**src/rtl/pc_fetch_unit.sv**
```systemverilog
`default_nettype none
// ============================================================================
// Module   : pc_fetch_unit
// Purpose  : Program counter and fetch sequencer feeding JC_block; handles
//            redirects, hazard stalls and the post-redirect flush window.
// Revision : 1.0 - initial release
// ============================================================================
module pc_fetch_unit #(
    parameter int                ADDR_W       = 16,
    parameter logic [ADDR_W-1:0] RESET_VEC    = 16'h0000,
    parameter int                FLUSH_CYCLES = 2
) (
    input  logic              clk,
    input  logic              reset,
    input  logic [ADDR_W-1:0] jmp_loc,
    input  logic              pc_mux_sel,
    input  logic              stall,
    output logic [ADDR_W-1:0] pm_addr,
    output logic [ADDR_W-1:0] current_address,
    output logic              pc_valid,
    output logic              flush,
    output logic              stalled
);

    typedef enum logic [1:0] {
        ST_BOOT  = 2'd0,
        ST_RUN   = 2'd1,
        ST_STALL = 2'd2
    } state_t;

    localparam logic [2:0]        c_flush_load = 3'(FLUSH_CYCLES);
    localparam logic [ADDR_W-1:0] c_pc_step    = ADDR_W'(1);

    state_t            r_state;
    state_t            w_state;
    logic [ADDR_W-1:0] r_pc;
    logic [ADDR_W-1:0] w_pc;
    logic [ADDR_W-1:0] r_cur;
    logic [ADDR_W-1:0] w_cur;
    logic [2:0]        r_flush_cnt;
    logic [2:0]        w_flush_cnt;

    always_ff @(posedge clk or negedge reset) begin
        if (!reset) begin
            r_state     <= ST_BOOT;
            r_pc        <= RESET_VEC;
            r_cur       <= RESET_VEC;
            r_flush_cnt <= 3'd0;
        end else begin
            r_state     <= w_state;
            r_pc        <= w_pc;
            r_cur       <= w_cur;
            r_flush_cnt <= w_flush_cnt;
        end
    end

    // Redirect has priority over stall in both RUN and STALL.
    always_comb begin
        w_state     = r_state;
        w_pc        = r_pc;
        w_cur       = r_cur;
        w_flush_cnt = r_flush_cnt;
        case (r_state)
            ST_BOOT: begin
                w_state = ST_RUN;
            end
            ST_RUN, ST_STALL: begin
                if (pc_mux_sel) begin
                    w_pc        = jmp_loc;
                    w_cur       = r_pc;
                    w_flush_cnt = c_flush_load;
                    w_state     = ST_RUN;
                end else if (stall) begin
                    w_state = ST_STALL;
                end else begin
                    w_pc    = r_pc + c_pc_step;
                    w_cur   = r_pc;
                    w_state = ST_RUN;
                    if (r_flush_cnt != 3'd0) begin
                        w_flush_cnt = r_flush_cnt - 3'd1;
                    end
                end
            end
            default: begin
                w_state = ST_BOOT;
            end
        endcase
    end

    // All outputs decode registers only; nothing passes straight from inputs.
    assign pm_addr         = r_pc;
    assign current_address = r_cur;
    assign pc_valid        = (r_state != ST_BOOT);
    assign flush           = (r_flush_cnt != 3'd0);
    assign stalled         = (r_state == ST_STALL);

endmodule
`default_nettype wire

```
**config.mk**
```make
export PLATFORM = sky130hd
export DESIGN_NAME = pc_fetch_unit
export DESIGN_NICKNAME = d
export VERILOG_FILES = /design/src/rtl/pc_fetch_unit.sv
export SDC_FILE = /design/constraint.sdc
export NUM_CORES = 1
export LEC_CHECK = 0
export ABC_AREA = 1
export BUFFER_PORTS_ARGS = -buffer_cell sky130_fd_sc_hd__buf_2
export CAP_MARGIN = 30
export CORE_MARGIN = 5
export CORE_UTILIZATION = 40
export DETAILED_ROUTE_END_ITERATION = 8
export PLACE_DENSITY_LB_ADDON = 0.3
export SETUP_SLACK_MARGIN = 0.5
export SYNTH_ARGS = -nofsm -noshare
export SYNTH_HDL_FRONTEND = slang
export SYNTH_SLANG_ARGS = --single-unit
```
**constraint.sdc**
```tcl
create_clock -name clk -period 3.95 [get_ports clk]
set_input_delay 0.79 -clock clk [delete_from_list [all_inputs] [get_ports clk]]
set_output_delay 0.79 -clock clk [all_outputs]
set_load 0.01 [all_outputs]
```
==> flow_summary.toml, run 1 <==
[route]
drtPass1Iterations = 4
wirelength_um = 4640
drtIter0Drc = 99
vias_per_cell = 4.657
ant_nets = 0
dr_total_vias = 1821
post_drt_wl_per_cell_um = 11.87
drc = 0

[clock_tree]
cts_tree = "built"
cts_buffer_depth = 2
cts_hold_buffers = 0
h-tree-depth = 2
cts_resized = 0
clk_latency_ns = 0.28
cts_setup_buffers = 0
cts-buffers-inserted = 5
cts.sink_count = 37
cts_root_buffer = "clkbuf_8"
path_clk_slew_ns = 0.07

[setup_path]
critPathMaxFanout = 51
critPathSlowestCell = "nand2_4"
crit_required_ns = 4.14
crit_chain = "buf_2 -> inv_2 -> nand2_2 -> nand2_4 -> inv_2 -> o21ai_0 -> a22o_1 -> inv_1"
critPathKind = "in2reg"
crit_buf_inv = 4
slowest_delay_ns = 0.42
critPathArrivalTime_ns = 2.51
end_kind = "flip-flop"
crit_cells = 8
worstRegToRegCells = 7
cp-start-kind = "primary input"
crit_top_cell = "inv_2"
crit_family = "buffers and inverters"

[power]
powerDensity_mw_per_mm2 = 798.1
pwr-share-clk_pct = 15.1
vdd.ir_drop.worst_mv = 0.3447
p_sw_share_pct = 45.05
p_sw_uw = 864.7
intPower_mw = 1.055
comb_power_share_pct = 47.3
p_leak_nw = 1.317
sequentialPowerShare_pct = 37.6

[cells_and_area]
final-seq-area_um2 = 925.9
area_growth_pct = 18.79
layout-drive-gt1-share_pct = 21.30
multiInputGateArea_um2 = 873.3
num-fill-cells = 528
final_common_cell = "nand2_1"
final_cell_mix = "nand2_1, buf_2, inv_1, dfrtp_1, nor2_1"
fin_nets = 349
insertedDiodeCount = 0

[die]
die_x_um = 81.14
ioPinCount = 55
num_rows = 25
die_y_um = 81.14
design.core.area_mm2 = 0.004817
start_util_pct = 42.03
die-area_mm2 = 0.006584

[global_routing]
antenna_found_initial = 0
track_usage_pct = 15.80
grt_overflow = 0
grt_pass1_vias = 1772
grt_first_pass_wirelength_um = 8059
grt_max_degree = 52

[logic_synthesis]
synth_nets = 298
synth_warnings = 0
syn_inst = 272
yosys_register_bits = 37
ys_seq_area_share_pct = 45.74
synth.top_cell.area_share_pct = 45.74
yosys-top-cells-area = "dfrtp_1, nand2_1, inv_1"
syn_area_mm2 = 0.002024
synth_cell_types = 25
syn_area_per_cell_um2 = 7.443
synth_area_leader_cell = "dfrtp_1"

[sta]
worstMarginPinSlew_ns = 0.8213
fmax_mhz = 429.6
max-slew-margin-rel_pct = 45.25
setup_viol = 0
holdWs_ns = 0.4793
hold_viol = 0
rsz0062_at_grt = "no"
min_period_ns = 2.328
final_max_slew_viol_count = 0
period_share_pct = 58.93
tns_ns = 0
skew_ns = 0.004049

[flow_run]
cap_violations = 0

[hold_path]
hold_depth = 2
hold_path.class = "reg2reg"

[placement]
place_hpwl_um = 3390
io_buffers = 54
gp_congestion = 0.7954

[run_status]
outcome = "finished clean"
through the flow:
| stage | util [%] | cell area (µm²) | total power [mW] | setup slack, ns | cells |
|---|---|---|---|---|---|
| 6_report | 49.92 | 2405 | 1.919 | 1.622 | 391 |
| 5_1_grt | 49.92 | 2405 | 2.128 | 1.445 | 391 |
| 4_1_cts | 49.92 | 2405 | 1.949 | 1.633 | 391 |
| 3_5_place_dp | 47.82 | 2303 | 1.652 | 1.311 | 383 |
| 3_3_place_gp | 47.82 | 2303 | 1.634 | 1.380 | 383 |
| 2_1_floorplan | - | 2024 | 1.371 | 2.312 | 272 |
per-layer routing:
layer | track usage [%] | vias up | wire length (µm)
li1 | - | 955 | -
met1 | 21.07 | 819 | 2235
met2 | 25.37 | 43 | 2123
met3 | 4.324 | 4 | 237
met4 | 4.054 | 0 | 44
met5 | 0 | - | 0
kinds of logic (layout without fill, tap and decap cells):
family / Yosys count / count (layout) / synth area share, %
AND/OR/NAND/NOR: 133 / 133 / 27.01
buffers and inverters: 50 / 102 / 11.13
AO/OA/AOI/OAI: 46 / 46 / 12.42
flip-flops: 37 / 37 / 45.74
adder cells (fa/ha/maj): 6 / 6 / 3.708
Yosys cell counts, drive strengths merged:
| cell type | number |
|---|---|
| or2 | 1 |
| a31oi | 3 |
| a22o | 1 |
| dfrtp | 37 |
| buf | 8 |
| o21ai | 31 |
| clkbuf | 2 |
| inv | 40 |
| nor2 | 32 |
| nor3 | 1 |
| o22ai | 2 |
| nand3 | 16 |
| nand4 | 3 |
| ha | 6 |
| nand2 | 79 |
| a21oi | 9 |
| nand3b | 1 |
registers in the layout (all words and copies together), names as in the netlist:
register         flops
r_flush_cnt          3
pm_addr             16
r_state              2
current_address     16
area by class of cell:
class | instances | share of cell area, %
Clock inverter | 1 | 0.2081
Timing Repair Buffer | 54 | 11.24
Clock buffer | 7 | 4.006
Tap cell | 67 | 3.486
Sequential cell | 37 | 38.50
Inverter | 40 | 6.243
Multi-Input combinational cell | 185 | 36.32
worst reg2reg max path: cells and delay by family (launching register included):
family	cells	cell delay [ns]
compound gates	2	0.33
fa+ha+maj	1	0.33
flops	1	0.37
buf+inv	3	0.44
simple gates	1	0.29
path summary, 6_finish.rpt:
kind / startpoint / endpoint / slack (ns)
max in group asynchronous: reset / current_address[12] / 2.83
max reg2reg: r_state[1] / pm_addr[2] / 2.14
max: pc_mux_sel / pm_addr[2] / 1.62
min reg2reg: current_address[9] / current_address[9] / 0.48
min: current_address[9] / current_address[9] / 0.48
min in group asynchronous: reset / current_address[2] / 0.59
power by group through the flow:
stage / Sequential (mW) / Clock [mW] / Combinational, mW
floorplan: 0.781 / 0 / 0.590
global placement: 0.728 / 0 / 0.906
detailed placement: 0.730 / 0 / 0.922
CTS: 0.725 / 0.299 / 0.925
global route: 0.751 / 0.321 / 1.06
finish: 0.722 / 0.290 / 0.907
No activity file was read; power rests on OpenSTA's default activity.
==> inputs of run 2 (changes only) <==
--- a/config.mk
+++ b/config.mk
@@ -5,7 +5,7 @@
 export SDC_FILE = /design/constraint.sdc
 export NUM_CORES = 1
 export LEC_CHECK = 0
-export ABC_AREA = 1
+export ABC_AREA = 0
 export BUFFER_PORTS_ARGS = -buffer_cell sky130_fd_sc_hd__buf_2
 export CAP_MARGIN = 30
 export CORE_MARGIN = 5
==> constraint.sdc (replaced) <==
create_clock -name clk -period 2.2 [get_ports clk]
set_input_delay 0.44 -clock clk [delete_from_list [all_inputs] [get_ports clk]]
set_output_delay 0.44 -clock clk [all_outputs]
set_load 0.01 [all_outputs]
==> run 2 against run 1 <==
First-iteration DRC count rose by 28%. Highest routed layer unchanged. Core utilization up 3.3 points. Sequential power is 91% higher.
==> flow_summary.toml, run 2 <==
[run_status]
outcome = "finished clean"

[route]
drtIter0Drc = 127
drc = 0
drtPass1Iterations = 4
vias_per_cell = 5.230
ant_nets = 0
dr_total_vias = 1820
post_drt_wl_per_cell_um = 14.83
wirelength_um = 5160

[clock_tree]
cts-buffers-inserted = 5
path_clk_slew_ns = 0.07
cts_buffer_depth = 2
clk_latency_ns = 0.29
cts_hold_buffers = 0
cts_tree = "built"
h-tree-depth = 2
cts_root_buffer = "clkbuf_8"
cts.sink_count = 37

[sta]
setup_viol = 0
hold_viol = 0
tns_ns = 0
rsz0062_at_grt = "yes"
fin_ws_ns = 0.5119
min_period_ns = 1.688
worstMarginPinSlew_ns = 0.4956
final_max_slew_viol_count = 0
max-slew-margin-rel_pct = 66.93
holdWs_ns = 0.07803
period_share_pct = 76.73
skew_ns = 0.007589
fmax_mhz = 592.4

[die]
start_util_pct = 41.14
die_x_um = 79.70
die_y_um = 79.70
ioPinCount = 55
design.core.area_mm2 = 0.004723
num_rows = 25
die-area_mm2 = 0.006351

[power]
p_sw_mw = 1.593
intPower_mw = 2.037
powerDensity_mw_per_mm2 = 1442
vdd.ir_drop.worst_mv = 0.7986
report.power.total_mw = 3.630
p_leak_nw = 1.196
sequentialPowerShare_pct = 38.0
comb_power_share_pct = 48.6
pwr-share-clk_pct = 13.5
p_sw_share_pct = 43.89

[placement]
io_buffers = 54
gp_congestion = 0.8747
place_hpwl_um = 3595
place_worst_setup_slack_ns = 0.4126

[global_routing]
grt_max_degree = 33
grt_first_pass_wirelength_um = 8349
grt_pass1_vias = 1680
track_usage_pct = 16.66
antenna_found_initial = 0
grt_overflow = 0

[logic_synthesis]
synth_cell_types = 43
syn_area_per_cell_um2 = 8.873
synth_area_leader_cell = "dfrtp_1"
yosys-top-cells-count = "nand2_1, dfrtp_1, a21oi_1"
yosysMostFrequentCell = "nand2_1"
synth_edf_count = 0
synth.top_cell.area_share_pct = 47.65
synth_ff_type = "dfrtp_1"
syn_inst = 219
syn_area_mm2 = 0.001943
ys_seq_area_share_pct = 47.65
synth_nets = 245
yosys-top-cells-area = "dfrtp_1, nand2_1, a21oi_1"
yosys_register_bits = 37
ys_async_sr_fraction_pct = 100.0
synth_warnings = 0

[cells_and_area]
fin_nets = 306
insertedDiodeCount = 0
area_growth_pct = 29.49
final_cell_mix = "nand2_1, buf_2, dfrtp_1, a21oi_1, buf_4"
num-fill-cells = 442
final_common_cell = "nand2_1"
layout-drive-gt1-share_pct = 34.88
utilization_pct = 53.27

[setup_path]
critPathKind = "reg2reg"
critPathSlowestCell = "dfrtp_2"
slowest_delay_ns = 0.44
worstRegToRegCells = 4
critPathArrivalTime_ns = 1.90
crit_required_ns = 2.41
critPathMaxFanout = 6
end_kind = "flip-flop"
cp-start-kind = "flip-flop"
reg2reg_from = "pm_addr[7]"
crit_start = "pm_addr[7]"
crit_chain = "nand4_4 -> or3_4 -> or4_4 -> a22oi_2"

[flow_run]
cap_violations = 0

[hold_path]
hold_path.class = "in2async"
-- run 2: worst max-delay path: cells and delay by family (launching register included) --
kind	cells	cell delay, ns
AOI/OAI and AO/OA	1	0.18
DFF	1	0.44
and+or+nand+nor	3	0.98
-- run 2: what timing repair did --
item / 4_1_cts / 5_1_grt
setup endpoints to repair: 3 / 11
pin swaps: 1 / 4
setup buffers: 4 / 5
gates resized for setup: 11 / 10
gates cloned: 0 / 0
-- run 2: logic make-up after synthesis --
logic type	share of synthesized area, %
AOI/OAI and AO/OA	17.39
adders and majority gates	3.863
and+or+nand+nor	24.47
DFF	47.65
buffers and inverters	6.118
muxes	0.5152
-- run 2: path summary, 6_finish.rpt --
| kind | slack, ns | end |
|---|---|---|
| worst max-delay path | 0.51 | pm_addr[13] |
| worst max register to register | 0.51 | pm_addr[13] |
| worst min-delay path | 0.08 | current_address[5] |
| max in group asynchronous | 1.66 | pm_addr[5] |
| min in group clk | 0.41 | pm_addr[15] |
| worst min register to register | 0.47 | current_address[14] |
-- run 2: power by group through the flow --
stage	registers (mW)	logic (mW)	clock network [mW]
after detailed placement	1.41	1.52	0
after CTS	1.39	1.63	0.500
after floorplan	1.42	0.961	0
after global placement	1.40	1.50	0
final	1.38	1.76	0.489
after global routing	1.43	1.98	0.540
-- run 2: cell type report --
type / count / area [µm²] / area share, %
Multi-Input combinational cell: 157 / 969.7 / 38.54
Sequential cell: 37 / 935.9 / 37.20
Timing Repair Buffer: 69 / 399.1 / 15.86
Clock buffer: 8 / 90.09 / 3.580
Tap cell: 67 / 83.83 / 3.332
Inverter: 10 / 37.54 / 1.492
-- run 2: per-layer routing --
metal | GRT usage [%] | routed length (µm) | vias to the layer above
met5 | 0 | 0 | -
met4 | 5.842 | 66 | 0
met3 | 4.628 | 334 | 8
met2 | 26.38 | 2451 | 49
met1 | 21.73 | 2307 | 864
li1 | - | - | 899
-- run 2: stage by stage --
| step | cell area [µm²] | cells |
|---|---|---|
| after floorplan | 1963 | 219 |
| final | 2516 | 348 |
| after global routing | 2516 | 348 |
| after detailed placement | 2283 | 331 |
| after CTS | 2429 | 343 |
| after global placement | 2283 | 331 |
